<file path="src/rtl/router_port_arbiter_if.sv">
// Write-side bundle between NREQ router input ports and one output-port FIFO.
// Requesters and the FIFO sit on the master side; the arbiter is the slave.
interface router_port_arbiter_if #(
    parameter int NREQ   = 4,
    parameter int FLIT_W = 8
);
    logic [NREQ-1:0]        req;
    logic [NREQ-1:0]        flit_tail;
    logic [NREQ*FLIT_W-1:0] flit_data;
    logic                   wfull;
    logic [NREQ-1:0]        gnt;
    logic [NREQ-1:0]        accept;
    logic                   winc;
    logic [FLIT_W-1:0]      wdata;

    modport master (
        output req, flit_tail, flit_data, wfull,
        input  gnt, accept, winc, wdata
    );

    modport slave (
        input  req, flit_tail, flit_data, wfull,
        output gnt, accept, winc, wdata
    );
endinterface

</file>
<file path="src/rtl/router_port_arbiter.sv">
// Round-robin wormhole arbiter: locks the FIFO write side to one port for a
// whole packet, with a watchdog that force-releases a stalled owner.
//
// state | meaning
// IDLE  | no owner; pick next requester circularly from rr_ptr
// LOCK  | owner_q holds the FIFO until its tail flit or a watchdog timeout
module router_port_arbiter #(
    parameter int  NREQ    = 4,
    parameter int  FLIT_W  = 8,
    parameter int  TIMEOUT = 16,
    localparam int IW      = $clog2(NREQ),
    localparam int CW      = $clog2(TIMEOUT + 1)
) (
    input  logic                  clk,
    input  logic                  rst,
    router_port_arbiter_if.slave  bus,
    output logic                  busy,
    output logic [IW-1:0]         owner_id,
    output logic                  timeout_err
);
    typedef enum logic {IDLE, LOCK} state_t;

    state_t            state_q, state_d;
    logic [NREQ-1:0]   gnt_q, gnt_d;
    logic [IW-1:0]     owner_q, owner_d;
    logic [IW-1:0]     rr_ptr_q, rr_ptr_d;
    logic [CW-1:0]     idle_cnt_q, idle_cnt_d;
    logic              timeout_err_q, timeout_err_d;

    logic              found;
    logic [IW-1:0]     pick;
    logic [IW:0]       cand;
    logic [IW-1:0]     next_ptr;
    logic              xfer;

    // Circular search starting at rr_ptr; cand carries one extra bit so the
    // wrap works for any NREQ, not only powers of two.
    always_comb begin
        found = 1'b0;
        pick  = '0;
        cand  = '0;
        for (int k = 0; k < NREQ; k++) begin
            cand = {1'b0, rr_ptr_q} + (IW+1)'(k);
            if (cand >= (IW+1)'(NREQ)) begin
                cand = cand - (IW+1)'(NREQ);
            end
            if (!found && bus.req[cand[IW-1:0]]) begin
                found = 1'b1;
                pick  = cand[IW-1:0];
            end
        end
    end

    assign next_ptr = (owner_q == IW'(NREQ - 1)) ? '0 : owner_q + 1'b1;
    assign xfer     = (state_q == LOCK) & bus.req[owner_q] & ~bus.wfull;

    assign bus.gnt     = gnt_q;
    assign bus.winc    = xfer;
    assign bus.accept  = gnt_q & {NREQ{xfer}};
    assign bus.wdata   = bus.flit_data[owner_q*FLIT_W +: FLIT_W];
    assign busy        = (state_q == LOCK);
    assign owner_id    = owner_q;
    assign timeout_err = timeout_err_q;

    always_comb begin
        state_d       = state_q;
        gnt_d         = gnt_q;
        owner_d       = owner_q;
        rr_ptr_d      = rr_ptr_q;
        idle_cnt_d    = idle_cnt_q;
        timeout_err_d = 1'b0;
        case (state_q)
            IDLE: begin
                if (found) begin
                    state_d    = LOCK;
                    gnt_d      = {{(NREQ-1){1'b0}}, 1'b1} << pick;
                    owner_d    = pick;
                    idle_cnt_d = '0;
                end
            end
            LOCK: begin
                if (xfer) begin
                    idle_cnt_d = '0;
                    if (bus.flit_tail[owner_q]) begin
                        state_d  = IDLE;
                        gnt_d    = '0;
                        rr_ptr_d = next_ptr;
                    end
                end else if (bus.req[owner_q]) begin
                    // Backpressure from wfull is legitimate; it never ages the watchdog.
                    idle_cnt_d = '0;
                end else if (idle_cnt_q == CW'(TIMEOUT - 1)) begin
                    state_d       = IDLE;
                    gnt_d         = '0;
                    rr_ptr_d      = next_ptr;
                    idle_cnt_d    = '0;
                    timeout_err_d = 1'b1;
                end else begin
                    idle_cnt_d = idle_cnt_q + 1'b1;
                end
            end
            default: begin
                state_d = IDLE;
                gnt_d   = '0;
            end
        endcase
    end

    always_ff @(posedge clk or negedge rst) begin
        if (!rst) begin
            state_q       <= IDLE;
            gnt_q         <= '0;
            owner_q       <= '0;
            rr_ptr_q      <= '0;
            idle_cnt_q    <= '0;
            timeout_err_q <= 1'b0;
        end else begin
            state_q       <= state_d;
            gnt_q         <= gnt_d;
            owner_q       <= owner_d;
            rr_ptr_q      <= rr_ptr_d;
            idle_cnt_q    <= idle_cnt_d;
            timeout_err_q <= timeout_err_d;
        end
    end
endmodule

</file>
<file path="src/flat_wrapper.sv">
// flat-port wrapper written by rule: the top's interface ports become plain ports
module router_port_arbiter_flat 
#(
    parameter int  NREQ    = 4,
    parameter int  FLIT_W  = 8,
    parameter int  TIMEOUT = 16,
    localparam int IW      = $clog2(NREQ),
    localparam int CW      = $clog2(TIMEOUT + 1)
)
  (clk, rst, busy, owner_id, timeout_err, bus_req, bus_flit_tail, bus_flit_data, bus_wfull, bus_gnt, bus_accept, bus_winc, bus_wdata);
  router_port_arbiter_if #(.NREQ(NREQ), .FLIT_W(FLIT_W)) bus_i ();
  input  logic clk;
  input  logic rst;
  output logic busy;
  output logic [IW-1:0] owner_id;
  output logic timeout_err;
  input wire logic [$bits(bus_i.req)-1:0] bus_req;
  input wire logic [$bits(bus_i.flit_tail)-1:0] bus_flit_tail;
  input wire logic [$bits(bus_i.flit_data)-1:0] bus_flit_data;
  input wire logic [$bits(bus_i.wfull)-1:0] bus_wfull;
  output wire logic [$bits(bus_i.gnt)-1:0] bus_gnt;
  output wire logic [$bits(bus_i.accept)-1:0] bus_accept;
  output wire logic [$bits(bus_i.winc)-1:0] bus_winc;
  output wire logic [$bits(bus_i.wdata)-1:0] bus_wdata;
  assign bus_i.req = bus_req;
  assign bus_i.flit_tail = bus_flit_tail;
  assign bus_i.flit_data = bus_flit_data;
  assign bus_i.wfull = bus_wfull;
  assign bus_gnt = bus_i.gnt;
  assign bus_accept = bus_i.accept;
  assign bus_winc = bus_i.winc;
  assign bus_wdata = bus_i.wdata;
  router_port_arbiter #(.NREQ(NREQ), .FLIT_W(FLIT_W), .TIMEOUT(TIMEOUT)) u_core (.clk(clk), .rst(rst), .bus(bus_i), .busy(busy), .owner_id(owner_id), .timeout_err(timeout_err));
endmodule
</file>
<file path="config.mk">
export PLATFORM = sky130hd
export DESIGN_NAME = router_port_arbiter_flat
export DESIGN_NICKNAME = d
export VERILOG_FILES = /design/src/rtl/router_port_arbiter_if.sv /design/src/rtl/router_port_arbiter.sv /design/src/flat_wrapper.sv
export SDC_FILE = /design/constraint.sdc
export NUM_CORES = 1
export LEC_CHECK = 0
export BUFFER_PORTS_ARGS = -buffer_cell sky130_fd_sc_hd__clkbuf_2
export CAP_MARGIN = 5
export CORE_MARGIN = 2
export CORE_UTILIZATION = 49
export CTS_BUF_LIST = sky130_fd_sc_hd__clkbuf_8
export DETAILED_ROUTE_END_ITERATION = 7
export PLACE_DENSITY = 0.88
export SLEW_MARGIN = 20
export SYNTH_ARGS = -nofsm -noshare
export SYNTH_HDL_FRONTEND = slang
export SYNTH_SLANG_ARGS = --single-unit
</file>
<file path="constraint.sdc">
create_clock -name clk -period 3.9 [get_ports clk]
set_input_delay 0.78 -clock clk [delete_from_list [all_inputs] [get_ports clk]]
set_output_delay 0.78 -clock clk [all_outputs]
set_load 0.005 [all_outputs]
</file>
=== Yosys cells after proc, flatten, opt, wreduce, memory -nomap -nowiden ===
Cells that the tools add are included.

* Word-level logic and storage cells: 99
* Register bits after elaboration: 15

* Equal/unequal tests: 8
* Order comparisons: 9
* Add/sub/neg operators: 9
* Reduce and logical (&&, ||, !) cells: 10
* Bitwise operators: 5
* Multiplexer cells: 50
* Shifts and indexed selects: 2

{| class="wikitable"
|+ Operator list
! kind !! number
|-
| $shiftx A32 B6 Y8 || 1
|-
| $mux W2 || 13
|-
| $mux W4 || 5
|-
| $mux W5 || 4
|-
| $mux W1 || 19
|-
| $lt A2 B3 Y1 const B || 5
|-
| $bmux W1 S2 || 6
|-
| $pmux W5 S2 || 1
|-
| $ge A3 B3 Y1 const B || 3
|-
| $ne A3 B3 Y1 const B || 3
|-
| $pmux W4 S2 || 1
|-
| $reduce_and A4 Y1 || 2
|-
| $sub A2 B1 Y2 const B || 4
|-
| $add A2 B2 Y3 const B || 2
|-
| $add A5 B1 Y5 const B || 1
|-
| $eq A5 B4 Y1 const B || 1
|-
| $and A4 B4 Y4 || 1
|-
| $ne A2 B1 Y1 const B || 2
|-
| $shl A1 B2 Y4 const A || 1
|-
| $add A2 B1 Y3 const B || 1
|-
| $ge A2 B3 Y1 const B || 1
|-
| $logic_and A1 B1 Y1 || 3
|-
| $logic_not A1 Y1 || 3
|-
| $add A2 B1 Y2 const B || 1
|-
| other kinds (7) || 9
|}

=== Depth between registers and ports, before layout ===
* Depth in word-level cells: 17
* Mapped depth: 5
* Mapped depth without buffers: 5

=== Least setup slack after synthesis ===
OpenSTA, ideal clock, no wires.

* Kind: input port to output port
* Start: input port bus_req[3]
* End: output port bus_accept[0]
* Stages: 4
* Data arrival time: 1.597 ns
* Setup slack: 1.523 ns
* Buffers on the path: 0
* Cells stage by stage: mux4_2 nand2_1 nor2_1 and2_1

* Word-level cells in the longest chain between the ends: 5

{| class="wikitable"
|+ RTL lines
! what !! line !! RTL
|-
| start: declaration || flat_wrapper.sv:17 || <nowiki>input wire logic [$bits(bus_i.req)-1:0] bus_req;</nowiki>
|-
| $bmux W1 S2 || router_port_arbiter.sv:55 || <nowiki>assign xfer = (state_q == LOCK) & bus.req[owner_q] & ~bus.wfull;</nowiki>
|-
| $mux W1 (not written as such) || router_port_arbiter.sv:55 ||
|-
| $and A1 B1 Y1 (2 in series) || router_port_arbiter.sv:55 ||
|-
| named net bus_winc || flat_wrapper.sv:23 || <nowiki>output wire logic [$bits(bus_i.winc)-1:0] bus_winc;</nowiki>
|-
| $and A4 B4 Y4 || router_port_arbiter.sv:59 || <nowiki>assign bus.accept = gnt_q & {NREQ{xfer}};</nowiki>
|-
| end: declaration || flat_wrapper.sv:22 || <nowiki>output wire logic [$bits(bus_i.accept)-1:0] bus_accept;</nowiki>
|}

The timed path passes the listed nets, and every way through them passes these cells. The select of a mux whose other input is x is not followed.

=== Worst setup path in the final report ===
* Start: register u_core.owner_q[0], in the netlist u_core.owner_id[0]
* End: output port bus_accept[2]

* Word-level cells in the longest chain between the ends: 5

{| class="wikitable"
|+ RTL lines
! what !! line !! RTL
|-
| start: declaration || router_port_arbiter.sv:25 || <nowiki>logic [IW-1:0] owner_q, owner_d;</nowiki>
|-
| start signal: assignment || router_port_arbiter.sv:120 || <nowiki>owner_q <= owner_d;</nowiki>
|-
| $bmux W1 S2 || router_port_arbiter.sv:55 ||
|-
| $mux W1 (not written as such) || router_port_arbiter.sv:55 ||
|-
| $and A1 B1 Y1 (2 in series) || router_port_arbiter.sv:55 ||
|-
| $and A4 B4 Y4 || router_port_arbiter.sv:59 ||
|}

No other way between the ends. The select of a mux whose other input is x is not followed.

==> impl_table.tex <==
\begin{tabular}{lr}
\hline
Metric & Value \\
\hline
\multicolumn{2}{l}{\textbf{Floorplan}} \\
Core ar. & 2190 sq um \\
Chip Width & 51.8 microns \\
Total die area & 2680 sq um \\
Std cell rows & 17 \\
I/O Pins & 64 \\
Height of the die & 51.8 microns \\
Effective utilization at floorplan & 51.1\% \\
\multicolumn{2}{l}{\textbf{Placed design}} \\
HPWL Detailed & 2.37 mm \\
Dpl cells & 199 \\
Final Wtd Congestion & 0.715 \\
Cell Area, Placed & 1440 sq um \\
Placement Setup Slack & 1.14 ns \\
IO Port Bufs & 63 \\
\multicolumn{2}{l}{\textbf{Clock tree}} \\
Resized cells post-CTS & 0 \\
Number of clock sinks & 15 \\
Clock tree from TritonCTS & yes \\
Clock latency on the worst-skew pair & 0.25 ns \\
Clock edge transition at the registers on the reported setup and hold paths & 0.06 ns \\
Postcts setup bufs & 0 \\
Worst-case clock buffer depth & 2 \\
Number of buffers added to fix hold violations after cts & 0 \\
Number of CTS-inserted buffers & 3 \\
Number of levels the H-tree was split into & 1 \\
Clock root buffer master & clkbuf\_8 \\
\multicolumn{2}{l}{\textbf{STA}} \\
Largest clock skew in the final design & 0.000957 ns \\
Post-layout minimum cycle time & 3.00 ns \\
FMAX & 0.333 GHz \\
Ratio of final minimum period to clock period & 76.9\% \\
Sum of negative setup slack & 0 ns \\
Max-slew violation count & 0 \\
Transition time at the pin with the least slew margin & 0.839 ns \\
Minimum setup slack in the final design & 0.899 ns \\
Headroom to the max-slew limit & 43.5\% \\
Unrepaired setup endpoints after global routing & no \\
Number of endpoints with negative hold slack in the final report & 0 \\
Finish-stage setup viols & 0 \\
\multicolumn{2}{l}{\textbf{Power}} \\
LEAKAGE & 0.744 nW \\
Peak supply drop & 381 uV \\
Total chip power & 0.941 mW \\
Power density over the cells & 634 nW/um\^{}2 \\
\multicolumn{2}{l}{\textbf{Cells and area}} \\
Most common cell after layout, fill and taps aside & clkbuf\_2 \\
Final net count & 221 \\
Finished Cell Area & 1480 sq um \\
Most used cells in the layout excluding fill and tap cells & clkbuf\_2, dfrtp\_1, nand2\_1, mux4\_2 \\
Inserted Diodes & 0 \\
Syn-to-layout area delta & 32.5\% \\
Fraction of layout instances using a drive strength above 1 & 44.0\% \\
Non-filler cells in the finished layout & 203 \\
\multicolumn{2}{l}{\textbf{Critical path}} \\
Critical Path Start Type & flip-flop \\
WP data required & 3.12 ns \\
Largest fanout on the critical path & 15 \\
Source of the worst register-to-register timing path & u\_core.owner\_id[0] \\
Critical Path End Type & primary output \\
Register-to-register setup slack & 1.68 ns \\
Crit path DAT & 2.22 ns \\
R2R depth & 4 \\
End of the worst register-to-register path & u\_core.bus.gnt[1] \\
Worst setup path end & bus\_accept[2] \\
Launch point of the worst path & u\_core.owner\_id[0] \\
Critical Setup Path Class & reg2out \\
\multicolumn{2}{l}{\textbf{Routing}} \\
Router iterations before antenna repair & 4 \\
Total number of vias & 1188 \\
Post-detailed-route count of antenna-violating nets & 0 \\
Post-DR wirelength/cell & 14.7 microns \\
Avg Vias per Cell & 5.85 \\
Total routed wirelength & 2.98 mm \\
Initial detailed-routing violation count & 31 \\
Drc violations & 0 \\
\multicolumn{2}{l}{\textbf{Logic synthesis}} \\
Post-Synthesis Net Count & 158 \\
Sequential element share of the synthesized area & 33.5\% \\
Per-instance average area after synthesis & 9.91 sq um \\
Synthesis-stage register bit count & 15 \\
Number of warnings printed during yosys synthesis & 0 \\
Instance count of the mapped netlist & 113 \\
Cells taking the most area after synthesis & dfrtp\_1, mux4\_2, nand2\_1 \\
Top-area cell type share of the netlist area & 33.5\% \\
Post-Syn Area & 1120 sq um \\
Synth area leader & dfrtp\_1 \\
Number of unique standard cell types used by synthesis & 36 \\
\multicolumn{2}{l}{\textbf{Job}} \\
Max-capacitance violation count & 0 \\
\multicolumn{2}{l}{\textbf{Global route}} \\
Final global-route overflow total & 0 \\
Vias in the first global route & 1007 \\
Wire length of the first global-routing pass & 4.49 mm \\
Total global routing track utilization & 23.0\% \\
Initial antenna violation count & 0 \\
Pin count of the biggest net entering global routing & 16 \\
\multicolumn{2}{l}{\textbf{Hold path}} \\
HP Class & in2async \\
\multicolumn{2}{l}{\textbf{Status}} \\
Run status & finished clean \\
\hline
\end{tabular}
-- layout make-up --
cell class                      count  area, sq um
Fill cell                         165          707
Tap cell                           28         35.0
Clock inverter                      1         3.75
Multi-Input combinational cell     88          694
Timing Repair Buffer               63          315
Clock buffer                        3         41.3
Sequential cell                    15          375
Inverter                            5         18.8
-- cell usage after synthesis --
library cell and instances:
o211ai_1 1, dfrtp_1 15, ha_1 2, o221a_2 1, o311a_1 1, nand3b_1 2, nor4_1 1, buf_2 1
a21o_1 2, o2bb2ai_1 2, and3_1 1, inv_1 5, o21a_1 2, nand2b_1 3, and2_1 6, a211oi_1 1
o21ai_0 6, mux2i_1 3, nor3_1 3, a32o_1 2, o31ai_1 3, mux4_2 9, buf_4 1, a31oi_1 1
nand2_1 13, nor2_1 5, nand3_1 5, o22ai_1 2, nor3b_1 1, or2_2 1, buf_6 1, xor2_1 1
a21oi_1 4, clkbuf_1 2, nand4b_1 1, nand4_1 3
-- sequential cells by signal, summed over array words and instances, names as in the netlist --
name	count
u_core.idle_cnt_q	5
u_core.bus.gnt	4
u_core.owner_id	2
u_core.rr_ptr_q	2
u_core.busy	1
u_core.timeout_err	1
-- metrics by stage --
stage                     hold WS [ns]  utilization (%)
after global routing             0.457             67.7
after detailed placement         0.471             65.7
after CTS                        0.442             67.7
after floorplan                  0.448                -
after global placement           0.464             65.7
final                            0.427             67.7
-- worst max-delay path, stage by stage (launching register included) --
cell	delay [ns]
dfrtp_1	0.76
mux4_2	0.72
nand2_1	0.13
nor2_1	0.08
and2_1	0.16
clkbuf_2	0.10
-- metal layers --
layer  GRT usage [%]  vias to the layer above  share of wire [%]
li1                -                      557                  -
met4            7.46                        0                2.0
met2            41.0                       77                 49
met3            6.03                        7                 12
met5               0                        -                  0
met1            26.7                      547                 37
-- how the worst min path moves through the flow --
stage                            to  slack [ns]  depth (start not counted)
2_1_floorplan  u_core.idle_cnt_q[4]        0.45                          1
3_3_place_gp   u_core.idle_cnt_q[4]        0.46                          1
3_5_place_dp   u_core.idle_cnt_q[4]        0.47                          1
4_1_cts           u_core.bus.gnt[3]        0.44                          1
5_1_grt           u_core.bus.gnt[0]        0.46                          1
6_report          u_core.bus.gnt[3]        0.43                          1
-- power by group --
group	internal, mW	switching [mW]	total [mW]
logic	0.267	0.228	0.495
clock network	0.0699	0.0561	0.126
registers	0.208	0.112	0.319
-- cells by family after synthesis --
group                      Yosys count  share of synthesized area (%)
and+or+nand+nor                     45                           20.8
AOI/OAI and AO/OA                   28                           17.4
DFF                                 15                           33.5
muxes                               12                           20.8
buffers and inverters               10                           4.47
adders and majority gates            2                           2.23
xor gates and xnor gates             1                          0.782
No activity file was read; power rests on OpenSTA's default activity.
